--- src/rtl/multicycle_ctrl.sv ---
`default_nettype none
// ============================================================================
//  multicycle_ctrl : multi-cycle MIPS sequencer with memory handshake and traps
//  Rev 1.0
// ============================================================================
module multicycle_ctrl #(
    parameter int CNT_WIDTH   = 32,
    parameter int MEM_TIMEOUT = 255
) (
    input  logic                 clk,
    input  logic                 rst_n,
    input  logic [5:0]           opcode,
    input  logic                 mem_ready,
    input  logic                 halt_req,
    output logic                 pc_write,
    output logic                 pc_write_cond,
    output logic                 branch_ne,
    output logic [1:0]           pc_source,
    output logic                 iord,
    output logic                 mem_read,
    output logic                 mem_write,
    output logic                 ir_write,
    output logic                 reg_write,
    output logic                 reg_dst,
    output logic                 mem_to_reg,
    output logic                 alu_src_a,
    output logic [1:0]           alu_src_b,
    output logic [1:0]           alu_op,
    output logic                 halted,
    output logic                 error,
    output logic [1:0]           err_code,
    output logic [CNT_WIDTH-1:0] cycle_count,
    output logic [CNT_WIDTH-1:0] instr_count
);

    localparam int C_WAIT_W = (MEM_TIMEOUT < 2) ? 1 : $clog2(MEM_TIMEOUT + 1);
    localparam logic [C_WAIT_W-1:0] C_WAIT_LAST =
        C_WAIT_W'((MEM_TIMEOUT > 0) ? (MEM_TIMEOUT - 1) : 0);

    typedef enum logic [3:0] {
        S_RST    = 4'd0,
        S_FETCH  = 4'd1,
        S_DECODE = 4'd2,
        S_EXEC_R = 4'd3,
        S_WB_R   = 4'd4,
        S_EXEC_I = 4'd5,
        S_WB_I   = 4'd6,
        S_ADDR   = 4'd7,
        S_MEM_RD = 4'd8,
        S_WB_MEM = 4'd9,
        S_MEM_WR = 4'd10,
        S_BRANCH = 4'd11,
        S_JUMP   = 4'd12,
        S_HALT   = 4'd13
    } state_t;

    typedef struct packed {
        logic       pc_write;
        logic       pc_write_cond;
        logic       branch_ne;
        logic [1:0] pc_source;
        logic       iord;
        logic       mem_read;
        logic       mem_write;
        logic       reg_write;
        logic       reg_dst;
        logic       mem_to_reg;
        logic       alu_src_a;
        logic [1:0] alu_src_b;
        logic [1:0] alu_op;
        logic       halted;
    } ctrl_t;

    state_t                 state_q, state_d;
    ctrl_t                  ctrl_q, ctrl_d;
    logic [1:0]             err_q, err_d;
    logic [C_WAIT_W-1:0]    wait_q, wait_d;
    logic [CNT_WIDTH-1:0]   cycle_q, cycle_d;
    logic [CNT_WIDTH-1:0]   instr_q, instr_d;
    logic                   w_waiting;
    logic                   w_timeout;
    logic                   w_boundary;

    always_comb begin
        state_d    = state_q;
        err_d      = err_q;
        wait_d     = wait_q;
        cycle_d    = cycle_q;
        instr_d    = instr_q;
        w_boundary = 1'b0;

        w_waiting = ((state_q == S_FETCH) || (state_q == S_MEM_RD) || (state_q == S_MEM_WR))
                    && !mem_ready;
        w_timeout = (MEM_TIMEOUT != 0) && w_waiting && (wait_q == C_WAIT_LAST);

        case (state_q)
            S_RST:    state_d = S_FETCH;
            S_FETCH:  if (mem_ready) state_d = S_DECODE;
            S_DECODE: begin
                case (opcode)
                    6'h00:        state_d = S_EXEC_R;
                    6'h23, 6'h2B: state_d = S_ADDR;
                    6'h04, 6'h05: state_d = S_BRANCH;
                    6'h02:        state_d = S_JUMP;
                    6'h08:        state_d = S_EXEC_I;
                    default: begin
                        state_d = S_HALT;
                        err_d   = 2'b01;
                    end
                endcase
            end
            S_EXEC_R: state_d = S_WB_R;
            S_EXEC_I: state_d = S_WB_I;
            S_ADDR:   state_d = (opcode == 6'h23) ? S_MEM_RD : S_MEM_WR;
            S_MEM_RD: if (mem_ready) state_d = S_WB_MEM;
            S_MEM_WR: w_boundary = mem_ready;
            S_WB_R, S_WB_I, S_WB_MEM, S_BRANCH, S_JUMP: w_boundary = 1'b1;
            // A fault halt leaves err_q non-zero, which pins the FSM here until reset
            S_HALT:   if ((err_q == 2'b00) && !halt_req) state_d = S_FETCH;
            default:  state_d = S_RST;
        endcase

        if (w_boundary) begin
            instr_d = instr_q + CNT_WIDTH'(1);
            state_d = halt_req ? S_HALT : S_FETCH;
        end

        if (w_timeout) begin
            state_d = S_HALT;
            err_d   = 2'b10;
        end

        if (w_waiting && (MEM_TIMEOUT != 0)) wait_d = wait_q + C_WAIT_W'(1);
        if (state_d != state_q)              wait_d = '0;

        if ((state_q != S_RST) && (state_q != S_HALT)) cycle_d = cycle_q + CNT_WIDTH'(1);

        // Outputs are decoded from the next state so they are registered Moore outputs
        ctrl_d = '0;
        case (state_d)
            S_FETCH: begin
                ctrl_d.mem_read  = 1'b1;
                ctrl_d.alu_src_b = 2'd1;
            end
            S_DECODE: ctrl_d.alu_src_b = 2'd3;
            S_EXEC_R: begin
                ctrl_d.alu_src_a = 1'b1;
                ctrl_d.alu_op    = 2'b10;
            end
            S_EXEC_I, S_ADDR: begin
                ctrl_d.alu_src_a = 1'b1;
                ctrl_d.alu_src_b = 2'd2;
            end
            S_WB_R: begin
                ctrl_d.reg_write = 1'b1;
                ctrl_d.reg_dst   = 1'b1;
            end
            S_WB_I:   ctrl_d.reg_write = 1'b1;
            S_MEM_RD: begin
                ctrl_d.mem_read = 1'b1;
                ctrl_d.iord     = 1'b1;
            end
            S_WB_MEM: begin
                ctrl_d.reg_write  = 1'b1;
                ctrl_d.mem_to_reg = 1'b1;
            end
            S_MEM_WR: begin
                ctrl_d.mem_write = 1'b1;
                ctrl_d.iord      = 1'b1;
            end
            S_BRANCH: begin
                ctrl_d.alu_src_a     = 1'b1;
                ctrl_d.alu_op        = 2'b01;
                ctrl_d.pc_write_cond = 1'b1;
                ctrl_d.pc_source     = 2'd1;
                ctrl_d.branch_ne     = (opcode == 6'h05);
            end
            S_JUMP: begin
                ctrl_d.pc_write  = 1'b1;
                ctrl_d.pc_source = 2'd2;
            end
            S_HALT:  ctrl_d.halted = 1'b1;
            default: ctrl_d = '0;
        endcase
    end

    always_ff @(posedge clk or negedge rst_n) begin
        if (!rst_n) begin
            state_q <= S_RST;
            ctrl_q  <= '0;
            err_q   <= 2'b00;
            wait_q  <= '0;
            cycle_q <= '0;
            instr_q <= '0;
        end else begin
            state_q <= state_d;
            ctrl_q  <= ctrl_d;
            err_q   <= err_d;
            wait_q  <= wait_d;
            cycle_q <= cycle_d;
            instr_q <= instr_d;
        end
    end

    // The fetch handshake loads IR and PC in the very cycle memory answers
    logic w_fetch_ack;
    assign w_fetch_ack = (state_q == S_FETCH) && mem_ready;

    assign pc_write      = ctrl_q.pc_write | w_fetch_ack;
    assign ir_write      = w_fetch_ack;
    assign pc_write_cond = ctrl_q.pc_write_cond;
    assign branch_ne     = ctrl_q.branch_ne;
    assign pc_source     = ctrl_q.pc_source;
    assign iord          = ctrl_q.iord;
    assign mem_read      = ctrl_q.mem_read;
    assign mem_write     = ctrl_q.mem_write;
    assign reg_write     = ctrl_q.reg_write;
    assign reg_dst       = ctrl_q.reg_dst;
    assign mem_to_reg    = ctrl_q.mem_to_reg;
    assign alu_src_a     = ctrl_q.alu_src_a;
    assign alu_src_b     = ctrl_q.alu_src_b;
    assign alu_op        = ctrl_q.alu_op;
    assign halted        = ctrl_q.halted;
    assign error         = |err_q;
    assign err_code      = err_q;
    assign cycle_count   = cycle_q;
    assign instr_count   = instr_q;

endmodule
`default_nettype wire

--- config.mk ---
export PLATFORM = sky130hd
export DESIGN_NAME = multicycle_ctrl
export DESIGN_NICKNAME = d
export VERILOG_FILES = /design/src/rtl/multicycle_ctrl.sv
export SDC_FILE = /design/constraint.sdc
export NUM_CORES = 1
export LEC_CHECK = 0
export CORE_ASPECT_RATIO = 1.1
export CORE_MARGIN = 1.5
export CORE_UTILIZATION = 45
export DETAILED_ROUTE_END_ITERATION = 16
export GPL_TIMING_DRIVEN = 0
export PLACE_DENSITY = 0.74
export SLEW_MARGIN = 20
export SYNTH_ARGS = -nofsm -noshare
export SYNTH_HDL_FRONTEND = slang
export SYNTH_SLANG_ARGS = --single-unit
--- constraint.sdc ---
create_clock -name clk -period 2.4 [get_ports clk]
set_clock_uncertainty 0.15 [all_clocks]
set_input_delay 0.6 -clock clk [delete_from_list [all_inputs] [get_ports clk]]
set_output_delay 0.6 -clock clk [all_outputs]
set_load 0.05 [all_outputs]
==> results.sh, run 1 <==
export IMPL_synthesis_nets=437
export IMPL_start_util=0.4688
export IMPL_layout_min_cycle_time_ps=2410
export IMPL_critPathCaptureType="primary output"
export IMPL_clock_latency_ps=370
export IMPL_synth_simple_area_share=0.2323
export IMPL_finalPower_w=0.006595
export IMPL_wl_per_cell_um=16.26
export IMPL_routed_wl_um=11010
export IMPL_pin_count=95
export IMPL_numCtsBuffers=9
export IMPL_synth_compound_area_frac=0.06946
export IMPL_drtIter0Drc=173
export IMPL_outcome="finished with violations"
export IMPL_p_per_area_nw_per_um2=1029
export IMPL_cpMaxStageDelayCell="dfrtp_2"
export IMPL_die_area_sq_um=10490
export IMPL_tightest_slew_ps=622.1
export IMPL_synth_adder_area_share=0.01125
export IMPL_synthArstFlopShare=1.000
export IMPL_critPathTopFamily="buffers and inverters"
export IMPL_whs_path_depth=1
export IMPL_syn_to_final_growth_pct=44.07
export IMPL_placementRows=37
export IMPL_preCtsSetupSlack_ps=-1036
export IMPL_synth_edff_count=0
export IMPL_synth_commonest_cells="dfrtp_1 (93), xnor2_1 (49), nand2_1 (41)"
export IMPL_num_antenna_cells=0
export IMPL_synth_ff_type="dfrtp_1"
export IMPL_synth_top_family_by_area="simple AND/OR/NAND/NOR gates"
export IMPL_crit_required_ps=1650
export IMPL_max_slew_margin=0.5815
export IMPL_hpwl_um=7060
export IMPL_worst_path_max_fanout=8
export IMPL_ys_seq_elements=93
export IMPL_critPathMaxStageDelay_ps=450
export IMPL_htree_levels=3
export IMPL_drive_above_1_share=0.1982
export IMPL_drc_errors=0
export IMPL_yosysSeqAreaShare=0.5231
export IMPL_layout_setup_ws_ps=-10.21
export IMPL_syn_inst=423
export IMPL_die_w_um=97.81
export IMPL_clk_path_buf_depth=2
export IMPL_grt_pass1_vias=3597
export IMPL_path_class="flip-flop to primary output"
export IMPL_antenna_found_initial=0
export IMPL_synth_cell_type_count=58
export IMPL_drv_cap=0
export IMPL_power_leakage_nw=3.217
export IMPL_fin_crit_sh=1.004
export IMPL_syn_avg_cell_area_sq_um=10.52
export IMPL_hold_start="instr_count[31]$_DFFE_PN0P_"
export IMPL_grt_pass1_wl_um=17420
export IMPL_synth_xor_xnor_area_share=0.1358
export IMPL_synth_top_area_frac=0.5231
export IMPL_clock_sinks=93
export IMPL_critPathBufInv=3
export IMPL_hold_path_class="flip-flop to flip-flop"
export IMPL_cp_cell_sequence="buf_8 > clkbuf_16 > nand4b_1 > nand2b_1 > buf_6"
export IMPL_firstDrtPassIters=4
export IMPL_synthMuxAreaShare=0.004781
export IMPL_final_antenna_net_count=0
export IMPL_cts_root_buf="clkbuf_8"
export IMPL_grt_usage=0.2055
export IMPL_crit_arrival_ps=1660
export IMPL_cts_tree="done"
export IMPL_final_instance_count_excl_fill=677
export IMPL_violations="setup timing"
export IMPL_place_inst=633
export IMPL_final_nets=569
export IMPL_synth_warning_count=0
export IMPL_gp_congestion=0.8346
export IMPL_ys_top_cells_by_area="dfrtp_1 (52%), xnor2_1 (9.6%), xor2_1 (3.9%), nand2_1 (3.5%), nand3_1 (2.8%)"
export IMPL_yosysTopAreaCell="dfrtp_1"
export IMPL_r2r_end="mem_write$_DFF_PN0_"
export IMPL_peakVddDrop_mv=0.5701
export IMPL_grt_remaining_overflow=0
export IMPL_fp_dieH_um=107.3
export IMPL_fillCellCount=688
export IMPL_grt_max_degree=55
export IMPL_synth_cell_area_sq_um=4449
export IMPL_path_clk_slew_ps=90
export IMPL_hold_viol_final=0
export IMPL_io_buffers=92
export IMPL_vias=3736
export IMPL_core_area_sq_um=9490
export IMPL_crit_path_start_kind="flip-flop"
export IMPL_timing_fmax_mhz=414.9
export IMPL_r2r_cells=9
export IMPL_yosys_cell_count_top_type="dfrtp_1"
export IMPL_vias_per_cell=5.518
export IMPL_r2r_start="state_q[2]$_DFF_PN0_"
export IMPL_r2r_slack_ps=10
export IMPL_drv_slew=0
export IMPL_hold_ws_ps=331.7
export IMPL_hold_end="instr_count[31]$_DFFE_PN0P_"
export IMPL_setup_viol=1
export IMPL_rsz0062_at_grt="yes"
stage by stage:
| stage | cell area, sq um | util | TNS, ps |
|---|---|---|---|
| after detailed placement | 5582 | 0.5881 | -31950 |
| after global placement | 5553 | 0.5851 | -283000 |
| after floorplan | 4486 | - | -1542 |
| after CTS | 6130 | 0.6459 | -198.8 |
| after global routing | 6410 | 0.6754 | -577.4 |
| final | 6410 | 0.6754 | -10.21 |
logic make-up after synthesis:
kind of cell	count (synthesis)
simple gates	190
mux	2
flops	93
buf+inv	23
fa+ha+maj	4
compound gates	42
xor+xnor	69
how the worst max path moves through the flow:
stage | start | end | slack (ps) | cells after the start
after floorplan | opcode[5] | wait_q[7]$_DFFE_PN0P_ | -190 | 6
after global placement | rst_n | cycle_count[10]$_DFFE_PN0P_ | -2740 | 1
after detailed placement | opcode[0] | wait_q[4]$_DFFE_PN0P_ | -1040 | 7
after CTS | state_q[1]$_DFF_PN0_ | pc_write | -80 | 5
after global routing | state_q[1]$_DFF_PN0_ | pc_write | -80 | 5
final | state_q[1]$_DFF_PN0_ | pc_write | -10 | 5
worst reg2reg max path, stage by stage, from the launching register on:
cell and delay, ps:
dfrtp_1 450, buf_6 170, nor2_4 150, nand3b_1 140, buf_4 160, o22a_2 260, buf_4 150, or3_1 430
nor2_2 140, and2_1 140
final cells by class:
class	count	area (sq um)	share of cell area
sequential	93	2331	0.3637
multi-input combinational	307	2312	0.3607
timing repair buffer	123	1236	0.1929
tap	117	146.4	0.02284
buffer	11	126.4	0.01971
clock buffer	9	123.9	0.01932
clock inverter	7	96.34	0.01503
inverter	10	37.54	0.005856
cell usage in the layout (no fill, tap or decap), types with 5 or more instances in the layout:
cell | Yosys | final
clkdlybuf4s50_1 | 0 | 40
and3_1 | 11 | 11
xnor2_1 | 49 | 49
a21oi_1 | 9 | 6
dlygate4sd2_1 | 0 | 18
nand2b_1 | 8 | 6
nor2_1 | 29 | 23
nor4b_2 | 0 | 7
and4_1 | 5 | 5
o21ai_0 | 7 | 7
buf_6 | 1 | 5
buf_4 | 1 | 30
nand4_1 | 20 | 20
dfrtp_1 | 93 | 90
inv_1 | 9 | 9
nand3_1 | 25 | 25
nor3_1 | 9 | 8
clkbuf_8 | 0 | 9
xor2_1 | 20 | 20
dlymetal6s2s_1 | 0 | 27
nand2_1 | 41 | 41
repair_timing:
item	in CTS	in global routing
hold buffers	1	0
gates resized for setup	92	57
hold endpoints to repair	32	0
buffers inserted	16	14
setup endpoints to repair	61	59
pin swaps	11	11
where the power goes:
group | internal, W | switching, W | total [W]
Sequential | 0.00178 | 0.000222 | 0.00200
Clock | 0.000593 | 0.000583 | 0.00118
Combinational | 0.00137 | 0.00205 | 0.00342
Total | 0.00374 | 0.00285 | 0.00659
per-layer routing:
layer | GRT usage | wire, um | part of all wire | vias up
met4 | 0.07959 | 260 | 0.024 | 0
met3 | 0.03961 | 485 | 0.044 | 22
met2 | 0.3522 | 5640 | 0.51 | 98
met1 | 0.2579 | 4625 | 0.42 | 1856
met5 | 0 | 0 | 0 | -
li1 | - | - | - | 1760
(Power assumes the default switching activity.)
==> run 2, diff against run 1 <==
--- a/config.mk
+++ b/config.mk
@@ -5,9 +5,11 @@
 export SDC_FILE = /design/constraint.sdc
 export NUM_CORES = 1
 export LEC_CHECK = 0
+export CAP_MARGIN = 20
 export CORE_ASPECT_RATIO = 1.1
 export CORE_MARGIN = 1.5
 export CORE_UTILIZATION = 45
+export CTS_BUF_LIST = sky130_fd_sc_hd__clkbuf_4
 export DETAILED_ROUTE_END_ITERATION = 16
 export GPL_TIMING_DRIVEN = 0
 export PLACE_DENSITY = 0.74
==> run 2 against run 1 <==
  * The flow still finishes with violations (setup timing)
  * First-iteration DRC count down 4.0%
  * Maximum frequency shrank 0.81%
  * Via count shrank 1.1%
  * Core utilization is 2.9 points lower
  * Critical path depth is the same
  * Design area fell by 4.2%
  * Die area is the same
  * Global-route usage fell by 0.51 points
  * Flip-flop and latch count unchanged
  * Clock power down 17%
  * Largest cell class unchanged
  * Highest routed layer unchanged
==> results.sh, run 2 (synthesized netlist as in run 1, its figures left out) <==
export IMPL_outcome="finished with violations"
export IMPL_violations="setup timing"
export IMPL_layout_setup_ws_ps=-29.82
export IMPL_hold_end="branch_ne$_DFF_PN0_"
export IMPL_grt_remaining_overflow=0
export IMPL_syn_to_final_growth_pct=37.96
export IMPL_fillCellCount=753
export IMPL_r2r_slack_ps=30
export IMPL_layout_min_cycle_time_ps=2430
export IMPL_clock_latency_ps=450
export IMPL_path_clk_slew_ps=140
export IMPL_vias=3695
export IMPL_vias_per_cell=5.499
export IMPL_layout_commonest_cell="dfrtp_1"
export IMPL_wl_per_cell_um=15.65
export IMPL_fin_crit_sh=1.012
export IMPL_setup_tns_ps=-29.82
export IMPL_mostFrequentLayoutCells="dfrtp_1 (92), dlygate4sd2_1 (69), xnor2_1 (49), nand2_1 (41)"
export IMPL_core_area_sq_um=9490
export IMPL_final_nets=564
export IMPL_htree_levels=3
export IMPL_grt_pass1_wl_um=17010
export IMPL_fp_dieH_um=107.3
export IMPL_max_slew_margin=0.6094
export IMPL_place_inst=633
export IMPL_power_leakage_nw=2.961
export IMPL_firstDrtPassIters=7
export IMPL_pin_count=95
export IMPL_drtIter0Drc=166
export IMPL_r2r_end="wait_q[1]$_DFFE_PN0P_"
export IMPL_io_buffers=92
export IMPL_whs_path_depth=3
export IMPL_drc_errors=0
export IMPL_rsz0062_at_grt="yes"
export IMPL_hold_viol_final=0
export IMPL_numCtsBuffers=9
export IMPL_setup_viol=1
export IMPL_drive_above_1_share=0.1802
export IMPL_grt_max_degree=55
export IMPL_routed_wl_um=10520
export IMPL_hold_ws_ps=281.2
export IMPL_startpoint="state_q[1]$_DFF_PN0_"
export IMPL_worst_path_max_fanout=3
export IMPL_p_per_area_nw_per_um2=1016
export IMPL_peakVddDrop_mv=0.5770
export IMPL_clk_path_buf_depth=2
export IMPL_crit_arrival_ps=1680
export IMPL_crit_required_ps=1650
export IMPL_final_antenna_net_count=0
export IMPL_hold_start="opcode[2]"
export IMPL_cts_root_buf="clkbuf_4"
export IMPL_gp_congestion=0.8346
export IMPL_preCtsSetupSlack_ps=-1036
export IMPL_path_class="flip-flop to primary output"
export IMPL_grt_usage=0.2004
export IMPL_start_util=0.4688
export IMPL_antenna_found_initial=0
export IMPL_final_instance_count_excl_fill=672
export IMPL_finalPower_w=0.006238
export IMPL_num_antenna_cells=0
export IMPL_hold_path_class="input port to flip-flop"
export IMPL_drv_cap=0
export IMPL_die_w_um=97.81
export IMPL_placementRows=37
export IMPL_hpwl_um=7060
export IMPL_critPathCaptureType="primary output"
export IMPL_drv_slew=0
export IMPL_cts_tree="done"
export IMPL_clock_sinks=93
export IMPL_crit_path_start_kind="flip-flop"
export IMPL_r2r_cells=8
export IMPL_tightest_slew_ps=580.5
export IMPL_timing_fmax_mhz=411.6
export IMPL_r2r_start="state_q[2]$_DFF_PN0_"
export IMPL_grt_pass1_vias=3575
export IMPL_die_area_sq_um=10490
## run 2: cell count changes in the layout (fill, tap and decap cells not counted), moves of 3 or more
cell,previous run,this run
buf_4,30,25
clkbuf_2,0,3
dlymetal6s2s_1,27,2
clkbuf_4,1,11
clkdlybuf4s50_1,40,14
clkbuf_8,9,1
dlygate4sd2_1,18,69
## run 2: cell type report
cell class | instances | area (sq um) | share of cell area
Multi-Input combinational cell | 307 | 2293 | 0.3736
Timing Repair Buffer | 117 | 1046 | 0.1704
Clock inverter | 7 | 96.34 | 0.01570
Clock buffer | 9 | 67.56 | 0.01101
Sequential cell | 93 | 2328 | 0.3793
Inverter | 10 | 37.54 | 0.006115
Tap cell | 117 | 146.4 | 0.02385
Buffer | 12 | 122.6 | 0.01998
## run 2: worst max-delay path by stage
stage	end	slack, ps	depth (start not counted)
6_report	pc_write	-30	5
5_1_grt	pc_write	-130	5
4_1_cts	pc_write	-130	5
3_5_place_dp	wait_q[4]$_DFFE_PN0P_	-1040	7
3_3_place_gp	cycle_count[10]$_DFFE_PN0P_	-2740	1
2_1_floorplan	wait_q[7]$_DFFE_PN0P_	-190	6
## run 2: through the flow
stage | util | area, sq um
after floorplan | - | 4486
after CTS | 0.6262 | 5943
final | 0.6468 | 6138
after global placement | 0.5851 | 5553
after global routing | 0.6468 | 6138
after detailed placement | 0.5881 | 5582
## run 2: timing repair
item | 4_1_cts | 5_1_grt
endpoints found under the hold margin | 39 | 0
endpoints found under the setup margin | 110 | 36
cloned | 0 | 0
gates resized for setup | 132 | 33
hold buffers | 1 | 0
setup buffers | 11 | 12
pin swaps | 6 | 13
## run 2: power breakdown
part | total, W | switching (W) | internal, W
logic | 0.00328 | 0.00198 | 0.00129
registers | 0.00198 | 0.000207 | 0.00178
clock network | 0.000978 | 0.000550 | 0.000429
total | 0.00624 | 0.00274 | 0.00350
## run 2: routing by layer
| metal | track usage | wire [um] | vias to the layer above |
|---|---|---|---|
| met3 | 0.03117 | 434 | 20 |
| met2 | 0.3438 | 5413 | 97 |
| met4 | 0.08878 | 227 | 0 |
| li1 | - | - | 1749 |
| met5 | 0 | 0 | - |
| met1 | 0.2514 | 4441 | 1829 |
## run 2: critical path, stage by stage (launching register included)
cell and delay [ps]:
dfrtp_1 420, clkbuf_8 150, clkbuf_16 140, nand4b_1 230, nand2b_1 140, buf_6 160
